### src/rtl/pipe_pkg.sv
// pipe_pkg: shared state type, default geometry and lane helper
// for the pipe_stage_hs valid/ready pipeline register.
package pipe_pkg;

    typedef enum logic [1:0] {
        EMPTY = 2'd0,
        BUSY  = 2'd1,
        FULL  = 2'd2
    } pipe_state_t;

    localparam int unsigned PIPE_WIDTH = 32;
    localparam int unsigned PIPE_LANES = 4;

    function automatic int unsigned lane_lsb(
        input int unsigned k,
        input int unsigned w
    );
        return k * w;
    endfunction

endpackage

### src/rtl/pipe_slot.sv
// pipe_slot: one packed LANES*WIDTH register with load enable
// and synchronous clear of every lane to RST_VAL.
module pipe_slot
    import pipe_pkg::*;
#(
    parameter int unsigned      WIDTH   = PIPE_WIDTH,
    parameter int unsigned      LANES   = PIPE_LANES,
    parameter logic [WIDTH-1:0] RST_VAL = '0
) (
    input  logic                   clk_i,
    input  logic                   clr_i,
    input  logic                   ld_i,
    input  logic [LANES*WIDTH-1:0] d_i,
    output logic [LANES*WIDTH-1:0] q_o
);

    logic [LANES*WIDTH-1:0] rst_vec;
    logic [LANES*WIDTH-1:0] data_q;
    logic [LANES*WIDTH-1:0] data_d;

    always_comb begin
        rst_vec = '0;
        for (int unsigned k = 0; k < LANES; k++) begin
            rst_vec[lane_lsb(k, WIDTH) +: WIDTH] = RST_VAL;
        end
    end

    always_comb begin
        data_d = data_q;
        if (clr_i) begin
            data_d = rst_vec;
        end else if (ld_i) begin
            data_d = d_i;
        end
    end

    always_ff @(posedge clk_i) begin
        data_q <= data_d;
    end

    assign q_o = data_q;

endmodule

### src/rtl/pipe_stage_hs.sv
// pipe_stage_hs: valid/ready pipeline stage with synchronous flush.
// Define PIPE_STAGE_SKID_EN for the skid entry and registered o_ready.
module pipe_stage_hs
    import pipe_pkg::*;
#(
    parameter int unsigned      WIDTH   = PIPE_WIDTH,
    parameter int unsigned      LANES   = PIPE_LANES,
    parameter logic [WIDTH-1:0] RST_VAL = '0
) (
    input  logic                   i_clk,
    input  logic                   i_s_rst_n,
    input  logic                   i_flush,
    input  logic                   i_valid,
    output logic                   o_ready,
    input  logic [LANES*WIDTH-1:0] i_data,
    output logic                   o_valid,
    input  logic                   i_ready,
    output logic [LANES*WIDTH-1:0] o_data,
    output logic [1:0]             o_occ
);

    localparam int unsigned DW = LANES * WIDTH;

    pipe_state_t   state_q;
    pipe_state_t   state_d;
    logic          xfer_in;
    logic          xfer_out;
    logic          clr;
    logic          main_ld;
    logic [DW-1:0] main_d;

    assign clr      = ~i_s_rst_n | i_flush;
    assign o_valid  = (state_q != EMPTY);
    assign xfer_in  = i_valid & o_ready;
    assign xfer_out = o_valid & i_ready;

`ifdef PIPE_STAGE_SKID_EN
    logic          skid_ld;
    logic          main_from_skid;
    logic          ready_q;
    logic [DW-1:0] skid_q;

    // Ready comes from a flop so i_ready never reaches o_ready.
    assign o_ready = ready_q;
    assign o_occ   = (state_q == FULL) ? 2'd2 : {1'b0, o_valid};
    assign main_d  = main_from_skid ? skid_q : i_data;

    always_ff @(posedge i_clk) begin
        if (!i_s_rst_n) begin
            ready_q <= 1'b1;
        end else begin
            ready_q <= (state_d != FULL);
        end
    end

    pipe_slot #(
        .WIDTH   (WIDTH),
        .LANES   (LANES),
        .RST_VAL (RST_VAL)
    ) u_skid (
        .clk_i (i_clk),
        .clr_i (clr),
        .ld_i  (skid_ld),
        .d_i   (i_data),
        .q_o   (skid_q)
    );
`else
    assign o_ready = ~o_valid | i_ready;
    assign o_occ   = {1'b0, o_valid};
    assign main_d  = i_data;
`endif

    always_comb begin
        state_d = state_q;
        main_ld = 1'b0;
`ifdef PIPE_STAGE_SKID_EN
        skid_ld        = 1'b0;
        main_from_skid = 1'b0;
`endif
        if (i_flush) begin
            state_d = EMPTY;
        end else begin
            unique case (state_q)
                EMPTY: begin
                    if (xfer_in) begin
                        state_d = BUSY;
                        main_ld = 1'b1;
                    end
                end
                BUSY: begin
                    if (xfer_in & xfer_out) begin
                        main_ld = 1'b1;
`ifdef PIPE_STAGE_SKID_EN
                    end else if (xfer_in) begin
                        state_d = FULL;
                        skid_ld = 1'b1;
`endif
                    end else if (xfer_out) begin
                        state_d = EMPTY;
                    end
                end
`ifdef PIPE_STAGE_SKID_EN
                FULL: begin
                    if (xfer_out) begin
                        state_d        = BUSY;
                        main_ld        = 1'b1;
                        main_from_skid = 1'b1;
                    end
                end
`endif
                default: state_d = EMPTY;
            endcase
        end
    end

    always_ff @(posedge i_clk) begin
        if (!i_s_rst_n) begin
            state_q <= EMPTY;
        end else begin
            state_q <= state_d;
        end
    end

    pipe_slot #(
        .WIDTH   (WIDTH),
        .LANES   (LANES),
        .RST_VAL (RST_VAL)
    ) u_main (
        .clk_i (i_clk),
        .clr_i (clr),
        .ld_i  (main_ld),
        .d_i   (main_d),
        .q_o   (o_data)
    );

endmodule

### config.mk
export PLATFORM = sky130hd
export DESIGN_NAME = pipe_stage_hs
export DESIGN_NICKNAME = d
export VERILOG_FILES = /design/src/rtl/pipe_pkg.sv /design/src/rtl/pipe_slot.sv /design/src/rtl/pipe_stage_hs.sv
export SDC_FILE = /design/constraint.sdc
export NUM_CORES = 1
export LEC_CHECK = 0
export BUFFER_PORTS_ARGS = -buffer_cell sky130_fd_sc_hd__clkbuf_2
export CORE_ASPECT_RATIO = 0.9
export CORE_UTILIZATION = 40
export CTS_CLUSTER_SIZE = 28
export DETAILED_ROUTE_END_ITERATION = 10
export GPL_TIMING_DRIVEN = 0
export PLACE_DENSITY = 0.82
export SETUP_SLACK_MARGIN = 0.15
export SLEW_MARGIN = 20
export SYNTH_ARGS = -nofsm -noshare
export SYNTH_HDL_FRONTEND = slang
export SYNTH_HIERARCHICAL = 1
export SYNTH_SLANG_ARGS = --single-unit
### constraint.sdc
create_clock -name i_clk -period 1.4 [get_ports i_clk]
set_input_delay 0.28 -clock i_clk [delete_from_list [all_inputs] [get_ports i_clk]]
set_output_delay 0.28 -clock i_clk [all_outputs]
set_load 0.02 [all_outputs]
==> flow_results.org <==
** Outcome
- The flow ran to the end, but the final reports show violations.
- The checks that failed: negative setup slack.

** Clocking
- After clock tree synthesis, the clock-pin slew on the worst setup and hold paths is 60 ps.
- Clk_lat worst skew :: 400 ps
- Counting the buffers created by CTS gives 17.
- H-tree level count :: 4
- Clock tree from TritonCTS :: done
- Root buffer selected by CTS :: sky130_fd_sc_hd__clkbuf_16
- Clock Sinks :: 129
- Buffers inserted to repair hold after CTS numbered 0.
- The clock passes through at most 2 buffers.

** Logic synthesis
- Yosys mapped the design onto 14 distinct sky130hd cell types.
- Synthesized net count :: approximately 550
- After synthesis the netlist holds a flip-flop and latch count of 129.
- Synth Area per Inst :: 11.2 µm²
- Seq/Total Area, Yosys :: 0.546
- Yosys printed 6 warnings.
- Synthesis handed over a netlist of approximately 420 instances.
- Post-synth design cell area :: about 4700 µm²

** Worst setup path
- The slowest stage of the critical path belongs to the cell sky130_fd_sc_hd__dfxtp_4.
- The critical path goes through nand2b_4, nor3b_4, buf_6, buf_12, buf_6, buf_16, mux2i_2, nor2_1.
- Worst EP required :: 1670 ps
- The worst setup path is launched from a flop.
- The worst setup path is captured at a flop.
- Of all nets on the critical path, the largest fanout is 7.
- At the worst endpoint, the arrival time is about 1800 ps.
- WS Path Type :: reg -> reg
- Cell seen most often among critical-path stages :: sky130_fd_sc_hd__buf_6
- The setup check on the worst reg-to-reg path leaves a slack of -160 ps.
- Biggest cell delay along the critical path :: 350 ps

** Pwr
- The analysis attributes to cell leakage a power of around 0.0034 µW.
- The share of total power dissipated in the clock network is 0.474.
- Across the VDD grid, the largest voltage drop is ~0.9 mV.
- Combinational group share of total power :: 0.113
- P_sw :: 1990 µW
- P per Cell Area :: approximately 1300 nW/µm²
- Switching share of power :: 0.216
- Internal power consumption :: about 7200 µW
- The share of total power dissipated in sequential elements is 0.413.
- The design draws just over 9000 µW.

** Floorplan
- Count of pins on the block boundary :: approximately 270
- For this configuration, the core starts out at a cell density of 0.412.
- The floorplan has 37 rows.
- Total die area :: between 10000 and 15000 µm²
- In this run the horizontal extent of the chip is approximately 120 µm.
- Standard cell core area :: about 11000 µm²
- Vertical die dimension :: around 110 µm

** Min path
- The worst hold path belongs to the class in -> reg.

** Route
- In the routed design, unresolved DRC markers number 0.
- The final layout contains routed wiring with a total length of between 10000 and 15000 µm.
- The first routing iteration left approximately 120 violations.
- For this block, the via count after detailed routing is approximately 4000.
- Dividing the detail-routed wire length by the instance count gives between 10 and 15 µm.
- Average vias per placed instance :: approximately 4.6
- The count of nets left with antenna violations once routing finished came out at 0.
- The first detailed-routing pass took 6 iterations.

** Timing
- Crit path setup slack, layout :: -155 ps
- RSZ-0062 raised after global routing :: yes
- Setup violations remaining at the end of the flow were counted as around 120.
- Slew Limit Fails :: 0
- The count of final hold-check violations came to 0.
- In this run the tightest slew margin relative to its limit is 0.666.
- Final Critical Period :: 1560 ps
- Fmax :: around 640 MHz
- Worst-margin pin slew :: approximately 500 ps
- Across the routed clock network, the largest skew measured is 6.90 ps.
- Dividing the final minimum period by the clock period gives 1.11.

** Final layout
- Non-filler instance count after layout :: just under 900
- The area growth from synthesis to layout is 53.5%.
- Share of final-layout standard cells stronger than drive strength 1 :: 0.465
- The number of antenna diodes in the final layout is 0.
- Final Net Count :: around 850

** Global route
- The number of antenna violations at the first check in global routing was 0.
- Vias in the first global route :: ~4000
- Entering global routing, the biggest net connects 17 pins.
- Global-route wire length before repair :: around 19000 µm
- GRT Total Usage :: 0.201
- After global routing the overflow that remains totals 0.

** Place
- Routability congestion estimate :: around 0.80
- Total instance count after detailed placement :: 840
- Detailed placement ended at an HPWL of about 9200 µm.
- Buffers added on ports :: between 200 and 300

** Flow run
- Maxcap violations :: 0
## layer usage
| metal | track usage | wire [µm] |
|---|---|---|
| met5 | 0 | 0 |
| met4 | 0.0805 | 237 |
| met3 | 0.0777 | 944 |
| met2 | 0.374 | 6740 |
| met1 | 0.194 | 4830 |
## area by class of cell
cell class | count | area (µm²)
Buffer | 30 | 343
Clock buffer | 25 | 485
Clock inverter | 6 | 105
Fill cell | 910 | 4220
Inverter | 1 | 3.75
Multi-Input combinational cell | 261 | 1870
Sequential cell | 129 | 2590
Tap cell | 156 | 195
Timing Repair Buffer | 279 | 1670
## final timing paths
kind,startpoint,to,cells after the start
worst max-delay path,state_q[0]$_SDFFE_PP0P_,u_main/q_o[76]$_SDFFE_PP0P_,8
worst min-delay path,i_data[44],u_main/q_o[44]$_SDFFE_PP0P_,3
worst max register to register,state_q[0]$_SDFFE_PP0P_,u_main/q_o[76]$_SDFFE_PP0P_,8
worst min register to register,u_main/q_o[44]$_SDFFE_PP0P_,u_main/q_o[44]$_SDFFE_PP0P_,2
## sequential cells by signal, indices dropped and copies added, names as in the netlist
name	flops
state_q	1
u_main/q_o	128
## repair_timing
action | in CTS | in global routing
pin swaps | 0 | 0
buffers inserted | 6 | 1
resized for setup | 12 | 45
endpoints found under the hold margin | 0 | 0
gates cloned | 4 | 5
setup endpoints to repair | 131 | 144
## metrics by stage
step	cell area (µm²)	util	hold slack, ps	setup WS, ps	TNS, ps
after CTS	7040	0.613	96.9	-118	-7970
after detailed placement	6260	0.545	479	-197	-15570
after floorplan	4750	-	427	-19.7	-2140
final	7260	0.632	113	-155	-8740
after global placement	6260	0.545	471	-156	-10580
after global routing	7260	0.632	103	-218	-15920
## cell families (layout without fill, tap and decap cells)
group,after synthesis,after routing,synth area share
AOI/OAI and AO/OA,1,1,0.00185
other,1,1,0.000793
buffers and inverters,31,341,0.0733
DFF,129,129,0.546
and+or+nand+nor,131,131,0.107
muxes,128,128,0.271
## cells in the mapped netlist
cell,count,area share
sky130_fd_sc_hd__buf_4,2,0.0032
sky130_fd_sc_hd__buf_12,13,0.055
sky130_fd_sc_hd__nand2b_1,1,0.0013
sky130_fd_sc_hd__nand2b_2,1,0.0019
sky130_fd_sc_hd__a21oi_2,1,0.0019
sky130_fd_sc_hd__clkbuf_1,11,0.0087
sky130_fd_sc_hd__nor3b_2,1,0.0026
sky130_fd_sc_hd__conb_1,1,0.00079
sky130_fd_sc_hd__mux2i_1,128,0.27
sky130_fd_sc_hd__nor2_1,128,0.10
sky130_fd_sc_hd__buf_6,1,0.0024
sky130_fd_sc_hd__inv_1,1,0.00079
sky130_fd_sc_hd__buf_2,3,0.0032
sky130_fd_sc_hd__dfxtp_1,129,0.55
## worst max-delay path: cells and delay by family (launching register included)
kind / cells / cell delay [ps]
buffers and inverters: 4 / 510
multiplexers: 1 / 210
AND/OR/NAND/NOR: 3 / 350
flip-flops: 1 / 350
## placed cells by master (no fill, tap or decap), types with 3 or more instances in the layout
cell                        synthesis  layout
sky130_fd_sc_hd__clkbuf_2           0     239
sky130_fd_sc_hd__nor2_1           128     128
sky130_fd_sc_hd__dfxtp_1          129     127
sky130_fd_sc_hd__mux2i_1          128     117
sky130_fd_sc_hd__clkbuf_16          0      22
sky130_fd_sc_hd__buf_2              3      18
sky130_fd_sc_hd__clkbuf_1          11      16
sky130_fd_sc_hd__buf_12            13      14
sky130_fd_sc_hd__buf_4              2       9
sky130_fd_sc_hd__mux2i_2            0       9
sky130_fd_sc_hd__buf_6              1       7
sky130_fd_sc_hd__buf_16             0       4
sky130_fd_sc_hd__clkbuf_8           0       3
sky130_fd_sc_hd__bufinv_16          0       3
sky130_fd_sc_hd__clkinv_2           0       3
## power by group through the flow
stage               Combinational, µW  Clock [µW]  Sequential [µW]
detailed placement                900           0             3880
global route                     1110        4630             3810
CTS                               972        4440             3800
global placement                  871           0             3870
finish                           1040        4370             3810
floorplan                         453           0             3970
Power figures use the tool's default switching activity.
